==> config.mk <==
export PLATFORM = sky130hd
export DESIGN_NAME = load_store_unit
export DESIGN_NICKNAME = d
export VERILOG_FILES = /design/src/rtl/lsu_pkg.sv /design/src/rtl/lsu_lane_align.sv /design/src/rtl/load_store_unit.sv
export SDC_FILE = /design/constraint.sdc
export NUM_CORES = 1
export LEC_CHECK = 0
export BUFFER_PORTS_ARGS = -buffer_cell sky130_fd_sc_hd__buf_2
export CELL_PAD_IN_SITES_DETAIL_PLACEMENT = 0
export CELL_PAD_IN_SITES_GLOBAL_PLACEMENT = 1
export CORE_MARGIN = 1
export CORE_UTILIZATION = 36
export CTS_CLUSTER_DIAMETER = 150
export DETAILED_ROUTE_END_ITERATION = 6
export PLACE_DENSITY = 0.84
export SYNTH_ARGS = -nofsm -noshare
export SYNTH_HDL_FRONTEND = slang
export SYNTH_SLANG_ARGS = --single-unit
==> constraint.sdc <==
create_clock -name clk_t -period 1.9 [get_ports clk_t]
set_input_delay 0.19 -clock clk_t [delete_from_list [all_inputs] [get_ports clk_t]]
set_output_delay 0.19 -clock clk_t [all_outputs]
set_load 0.03 [all_outputs]
==> src/rtl/lsu_pkg.sv <==
// lsu_pkg: shared size encodings, FSM state type, byte-enable constants and lane-enable helper
package lsu_pkg;
    localparam logic [1:0] SZ_WORD = 2'b00;
    localparam logic [1:0] SZ_BYTE = 2'b10;
    localparam logic [3:0] BE_BYTE    = 4'b0001;
    localparam logic [3:0] BE_HALF_LO = 4'b0011;
    localparam logic [3:0] BE_HALF_HI = 4'b1100;
    localparam logic [3:0] BE_WORD    = 4'b1111;
    typedef enum logic [1:0] {IDLE, BUSY, DONE} state_t;
    function automatic logic [3:0] be_for(input logic [1:0] size, input logic [1:0] off);
        return size == SZ_WORD ? BE_WORD : size == SZ_BYTE ? BE_BYTE << off : (off[1] ? BE_HALF_HI : BE_HALF_LO);
    endfunction
endpackage

==> src/rtl/lsu_lane_align.sv <==
// lsu_lane_align: combinational lane steering; store mode replicates right-aligned data, load mode extracts and extends
// Ports: load_i selects load mode; size_i access size; uns_i zero-extend on load; off_i byte offset of the lane;
//        data_i store data or bus read data; data_o replicated store data or extended load result.
module lsu_lane_align
    import lsu_pkg::*;
(
    input  logic        load_i,
    input  logic [1:0]  size_i,
    input  logic        uns_i,
    input  logic [1:0]  off_i,
    input  logic [31:0] data_i,
    output logic [31:0] data_o
);
    logic [15:0] sh;
    logic [31:0] ld;
    logic [31:0] st;
    assign sh = 16'(data_i >> {off_i, 3'b000});
    always_comb begin
        ld = size_i == SZ_WORD ? data_i
           : size_i == SZ_BYTE ? {{24{~uns_i & sh[7]}}, sh[7:0]}
           : {{16{~uns_i & sh[15]}}, sh[15:0]};
        st = size_i == SZ_WORD ? data_i : size_i == SZ_BYTE ? {4{data_i[7:0]}} : {2{data_i[15:0]}};
        data_o = load_i ? ld : st;
    end
endmodule

==> src/rtl/load_store_unit.sv <==
// load_store_unit: single-outstanding load/store engine between core control and a req/ack data memory
// Ports: clk_t clock; rst_t async active-low reset; d_mem_rd_en_t/d_mem_wr_en_t access requests (both = store);
//        d_mem_size_t 00 word, 10 byte, else half; d_mem_unsigned_t zero-extend loads; ALU_Out_t byte address;
//        reg_data_2_t store data; d_mem_rd_data_t extended load result; lsu_stall_t core freeze;
//        lsu_misalign_t misalign flag; mem_* registered memory request, mem_ack_t/mem_rdata_t response.
// Config: LSU_MISALIGN_TRAP_EN traps misaligned accesses instead of aligning them down.
module load_store_unit
    import lsu_pkg::*;
#(
    parameter int ADDR_WIDTH = 32,
    parameter int DATA_WIDTH = 32
) (
    input  logic                  clk_t,
    input  logic                  rst_t,
    input  logic                  d_mem_rd_en_t,
    input  logic                  d_mem_wr_en_t,
    input  logic [1:0]            d_mem_size_t,
    input  logic                  d_mem_unsigned_t,
    input  logic [ADDR_WIDTH-1:0] ALU_Out_t,
    input  logic [DATA_WIDTH-1:0] reg_data_2_t,
    output logic [DATA_WIDTH-1:0] d_mem_rd_data_t,
    output logic                  lsu_stall_t,
    output logic                  lsu_misalign_t,
    output logic                  mem_req_t,
    output logic                  mem_we_t,
    output logic [ADDR_WIDTH-1:0] mem_addr_t,
    output logic [3:0]            mem_be_t,
    output logic [DATA_WIDTH-1:0] mem_wdata_t,
    input  logic                  mem_ack_t,
    input  logic [DATA_WIDTH-1:0] mem_rdata_t
);
    state_t                state_q, state_d;
    logic                  req_q, req_d, we_q, we_d, uns_q, uns_d;
    logic [ADDR_WIDTH-1:0] addr_q, addr_d;
    logic [3:0]            be_q, be_d;
    logic [DATA_WIDTH-1:0] wdata_q, wdata_d, rdata_q, rdata_d;
    logic [1:0]            off_q, off_d, size_q, size_d, off_al;
    logic [DATA_WIDTH-1:0] st_data, ld_data;
    logic                  go, half, trap, stall;

    assign go   = d_mem_rd_en_t | d_mem_wr_en_t;
    assign half = d_mem_size_t != SZ_WORD && d_mem_size_t != SZ_BYTE;
    // Offset after aligning down to the access size; untrapped misaligned accesses use this.
    assign off_al = d_mem_size_t == SZ_WORD ? 2'b00 : half ? {ALU_Out_t[1], 1'b0} : ALU_Out_t[1:0];

`ifdef LSU_MISALIGN_TRAP_EN
    logic mis_q;
    assign trap = (half & ALU_Out_t[0]) | (d_mem_size_t == SZ_WORD & |ALU_Out_t[1:0]);
    // High only in the DONE cycle that follows a trapped access.
    always_ff @(posedge clk_t or negedge rst_t)
        if (!rst_t) mis_q <= 1'b0;
        else        mis_q <= state_q == IDLE && go && trap;
    assign lsu_misalign_t = mis_q;
`else
    assign trap = 1'b0;
    assign lsu_misalign_t = 1'b0;
`endif

    lsu_lane_align u_store_align (
        .load_i(1'b0),
        .size_i(d_mem_size_t),
        .uns_i (d_mem_unsigned_t),
        .off_i (off_al),
        .data_i(reg_data_2_t),
        .data_o(st_data)
    );

    lsu_lane_align u_load_align (
        .load_i(1'b1),
        .size_i(size_q),
        .uns_i (uns_q),
        .off_i (off_q),
        .data_i(mem_rdata_t),
        .data_o(ld_data)
    );

    always_comb begin
        state_d = state_q;
        req_d   = req_q;
        we_d    = we_q;
        addr_d  = addr_q;
        be_d    = be_q;
        wdata_d = wdata_q;
        off_d   = off_q;
        size_d  = size_q;
        uns_d   = uns_q;
        rdata_d = rdata_q;
        stall   = 1'b0;
        case (state_q)
            IDLE: if (go) begin
                stall = 1'b1;
                if (trap) state_d = DONE;
                else begin
                    state_d = BUSY;
                    req_d   = 1'b1;
                    we_d    = d_mem_wr_en_t;
                    addr_d  = {ALU_Out_t[ADDR_WIDTH-1:2], 2'b00};
                    be_d    = be_for(d_mem_size_t, off_al);
                    wdata_d = st_data;
                    off_d   = off_al;
                    size_d  = d_mem_size_t;
                    uns_d   = d_mem_unsigned_t;
                end
            end
            BUSY: begin
                stall = 1'b1;
                if (mem_ack_t) begin
                    state_d = DONE;
                    req_d   = 1'b0;
                    if (!we_q) rdata_d = ld_data;
                end
            end
            default: state_d = IDLE;
        endcase
    end

    always_ff @(posedge clk_t or negedge rst_t) begin
        if (!rst_t) begin
            state_q <= IDLE;
            req_q   <= 1'b0;
            we_q    <= 1'b0;
            addr_q  <= '0;
            be_q    <= '0;
            wdata_q <= '0;
            off_q   <= '0;
            size_q  <= '0;
            uns_q   <= 1'b0;
            rdata_q <= '0;
        end else begin
            state_q <= state_d;
            req_q   <= req_d;
            we_q    <= we_d;
            addr_q  <= addr_d;
            be_q    <= be_d;
            wdata_q <= wdata_d;
            off_q   <= off_d;
            size_q  <= size_d;
            uns_q   <= uns_d;
            rdata_q <= rdata_d;
        end
    end

    assign lsu_stall_t     = stall;
    assign mem_req_t       = req_q;
    assign mem_we_t        = we_q;
    assign mem_addr_t      = addr_q;
    assign mem_be_t        = be_q;
    assign mem_wdata_t     = wdata_q;
    assign d_mem_rd_data_t = rdata_q;
endmodule
==> results.tsv <==
metric	value	unit
worst hold path type	input port to register	
Synth Area per Inst	10.9	um^2
P_sw	5.74	mW
root buffer cell	clkbuf_16	
Core ar.	13200	um^2
Synth top area share	54.8	%
initial core utilization	36.9	%
initial antenna violation count	1	
vias post-DR	4166	
CP arrival	1.53	ns
Cells after Synth	449	
synth warn	0	
Setup violations, final	0	
clock sink count	107	
number of global-route vias before repair	4267	
die area	14000	um^2
main combinational cell family by area after synthesis	multiplexers	
Final min period	1.72	ns
CTS tree	yes	
Setup WS post-layout	0.182	ns
post-synth top area cell	dfrtp_1	
leakage	3.29	nW
Worst setup EP type	primary output	
Seq cells post-synth	107	
setup repair after global routing missed its margin	false	
post-synthesis xor/xnor area fraction	0	%
distinct cell type count after synthesis	38	
remaining antenna violation count	0	
complex-gate fraction of the synthesized area	11.4	%
Skew-Pair Late Insertion Delay	0.35	ns
Cell Pwr Density	1910	nW/um^2
Buffers on Ports	204	
crit share post-route	90.4	%
Sw Ratio	46.2	%
RD Place Congestion	0.908	
CTS buffer count	9	
status	finished clean	
Syn-to-layout area delta	33.3	%
Int Power	6.69	mW
largest net degree at the start of global routing	57	
CP Max Fanout	38	
CP Launch Type	register	
cts repair resizes	0	
R2R Setup Slk	0.26	ns
Area contributors post-synth	dfrtp_1 55%, mux2_2 11%, mux2i_1 5.7%	
1st-iter DRT viols	257	
HPWL after DPL	10.3	mm
wire per inst	16.1	um
Pins Over Slew Limit	0	
Adder-Cell Fraction of Synth Area	0	%
clock-pin slew on the worst setup and hold paths	0.07	ns
Hold Vio Cnt, Final	0	
grt total ovfl	0	
drt total wl	13.5	mm
Setup Crit Path Kind	register to primary output	
share of layout cells above drive strength 1	46.1	%
DR pass1 iterations	4	
number of nets in the layout	758	
register share of total power	32.8	%
Critical Path RT	1.71	ns
Max Cap Viol	0	
CTS max path bufs	2	
Layout Cells excl Fill	835	
die height	119	um
Core Rows	42	
simple-gate share of the synthesized area	13.5	%
worst slack at placement	0.255	ns
number of remaining DRC errors	0	
# diodes	0	
vias per cell	4.99	
die outline width	119	um
H-tree lvl count	3	
Setup TNS	0	ns
dpl cells	816	
peak supply drop	0.00108	V
combinational power share	51.2	%
global-route usage over all layers	19.8	%
post-synthesis cell area	4890	um^2
mux contribution to synthesized area	16.8	%
Final Skew	0.00704	ns
clock share of power	16.0	%
sequential cell area fraction in the yosys report	54.8	%
I/O pin cnt	208	
Fmax	582	MHz
wire length of the first global-routing pass	21.7	mm
fin util	49.2	%
-- worst paths after layout --
check,startpoint,endpoint,depth (start not counted)
max,state_q[0],lsu_stall_t,5
min,ALU_Out_t[12],mem_addr_t[12],2
max reg2reg,mem_we_t,d_mem_rd_data_t[23],5
min reg2reg,mem_wdata_t[16],mem_wdata_t[16],2
max in group asynchronous,rst_t,d_mem_rd_data_t[8],3
min in group asynchronous,rst_t,off_q[0],2
-- metal layers --
layer  GRT usage [%]  vias up  wire length [um]
li1                -     1978                 -
met4            8.62        2               244
met2            32.3      202              6360
met5               0        -                11
met3            5.60       20              1230
met1            24.4     1964              5630
-- critical path: stages, from the launching register on --
cell	delay, ns
dfrtp_1	0.41
nor2_1	0.21
o21ai_4	0.11
buf_12	0.18
nand2_1	0.07
buf_2	0.19
-- cells by family (layout without fill, tap and decap cells) --
family,after synthesis,count (layout)
buffers and inverters,37,245
and+or+nand+nor,140,140
DFF,107,107
AOI/OAI and AO/OA,89,89
muxes,75,75
other,1,3
-- cell usage after synthesis --
library cell,instances
dfrtp_1,107
nand2_1,65
mux2_2,46
o21ai_0,37
nor2_1,30
mux2i_1,28
nand3_1,22
clkbuf_1,16
a21oi_1,12
buf_2,10
nand3_2,10
o21ai_1,8
o22ai_1,7
a31oi_1,4
a32oi_1,4
inv_1,4
nand2b_1,4
o21a_1,4
o2bb2ai_1,4
a2bb2oi_1,3
buf_1,3
buf_4,3
nor2b_1,2
nor3_1,2
a22o_1,1
a22oi_4,1
a31oi_4,1
buf_6,1
conb_1,1
mux4_2,1
nand3b_1,1
nand4bb_1,1
nor2_2,1
nor2b_4,1
o21ai_2,1
o22a_1,1
o31ai_1,1
or2_2,1
-- cell type report --
type                       count  area [um^2]
fill                        1274         6730
timing repair buffer         225         1220
multi-input combinational    307         2060
tap                          176          220
clock buffer                  12          267
inverter                       4         15.0
clock inverter                 4         56.3
sequential                   107         2680
-- flip-flops by register name (all words and copies together) (netlist names) --
signal,count
off_q,2
mem_be_t,4
uns_q,1
state_q,2
d_mem_rd_data_t,32
mem_we_t,1
mem_req_t,1
size_q,2
mem_wdata_t,32
mem_addr_t,30
-- what timing repair did --
item                                   4_1_cts  5_1_grt
endpoints found under the hold margin       28        0
hold buffers                                 1        0
setup buffers                                0        2
setup endpoints to repair                    0        1
-- power by group through the flow --
| stage | clock network, mW | logic, mW | registers, mW |
|---|---|---|---|
| 2_1_floorplan | 0 | 2.30 | 6.14 |
| 3_3_place_gp | 0 | 6.25 | 4.03 |
| 3_5_place_dp | 0 | 6.38 | 4.10 |
| 4_1_cts | 2.05 | 6.38 | 4.08 |
| 5_1_grt | 2.13 | 6.82 | 4.23 |
| 6_report | 1.99 | 6.36 | 4.08 |
-- metrics by stage --
| stage | total power [mW] | hold slack [ns] | area [um^2] |
|---|---|---|---|
| finish | 12.4 | 0.0635 | 6520 |
| floorplan | 8.44 | -0.106 | 4900 |
| global route | 13.2 | 0.0545 | 6520 |
| global placement | 10.3 | 0.160 | 6170 |
| CTS | 12.5 | 0.0507 | 6500 |
| detailed placement | 10.5 | 0.167 | 6170 |
-- cell usage in the layout (no fill, tap or decap), types with 3 or more instances in the layout --
| master | Yosys | routed |
|---|---|---|
| a32oi_1 | 4 | 4 |
| o21a_1 | 4 | 4 |
| nand2_1 | 65 | 65 |
| clkbuf_8 | 0 | 3 |
| clkbuf_16 | 0 | 9 |
| nor2_1 | 30 | 30 |
| mux2_2 | 46 | 46 |
| dfrtp_1 | 107 | 107 |
| nand3_2 | 10 | 10 |
| o21ai_1 | 8 | 7 |
| a31oi_1 | 4 | 4 |
| o21ai_0 | 37 | 37 |
| a21oi_1 | 12 | 12 |
| buf_2 | 10 | 203 |
| nand2b_1 | 4 | 4 |
| o2bb2ai_1 | 4 | 4 |
| mux2i_1 | 28 | 28 |
| inv_1 | 4 | 4 |
| buf_12 | 0 | 3 |
| buf_4 | 3 | 18 |
| o22ai_1 | 7 | 7 |
| conb_1 | 1 | 3 |
| a2bb2oi_1 | 3 | 3 |
| nand3_1 | 22 | 22 |
Power figures use the tool's default switching activity.
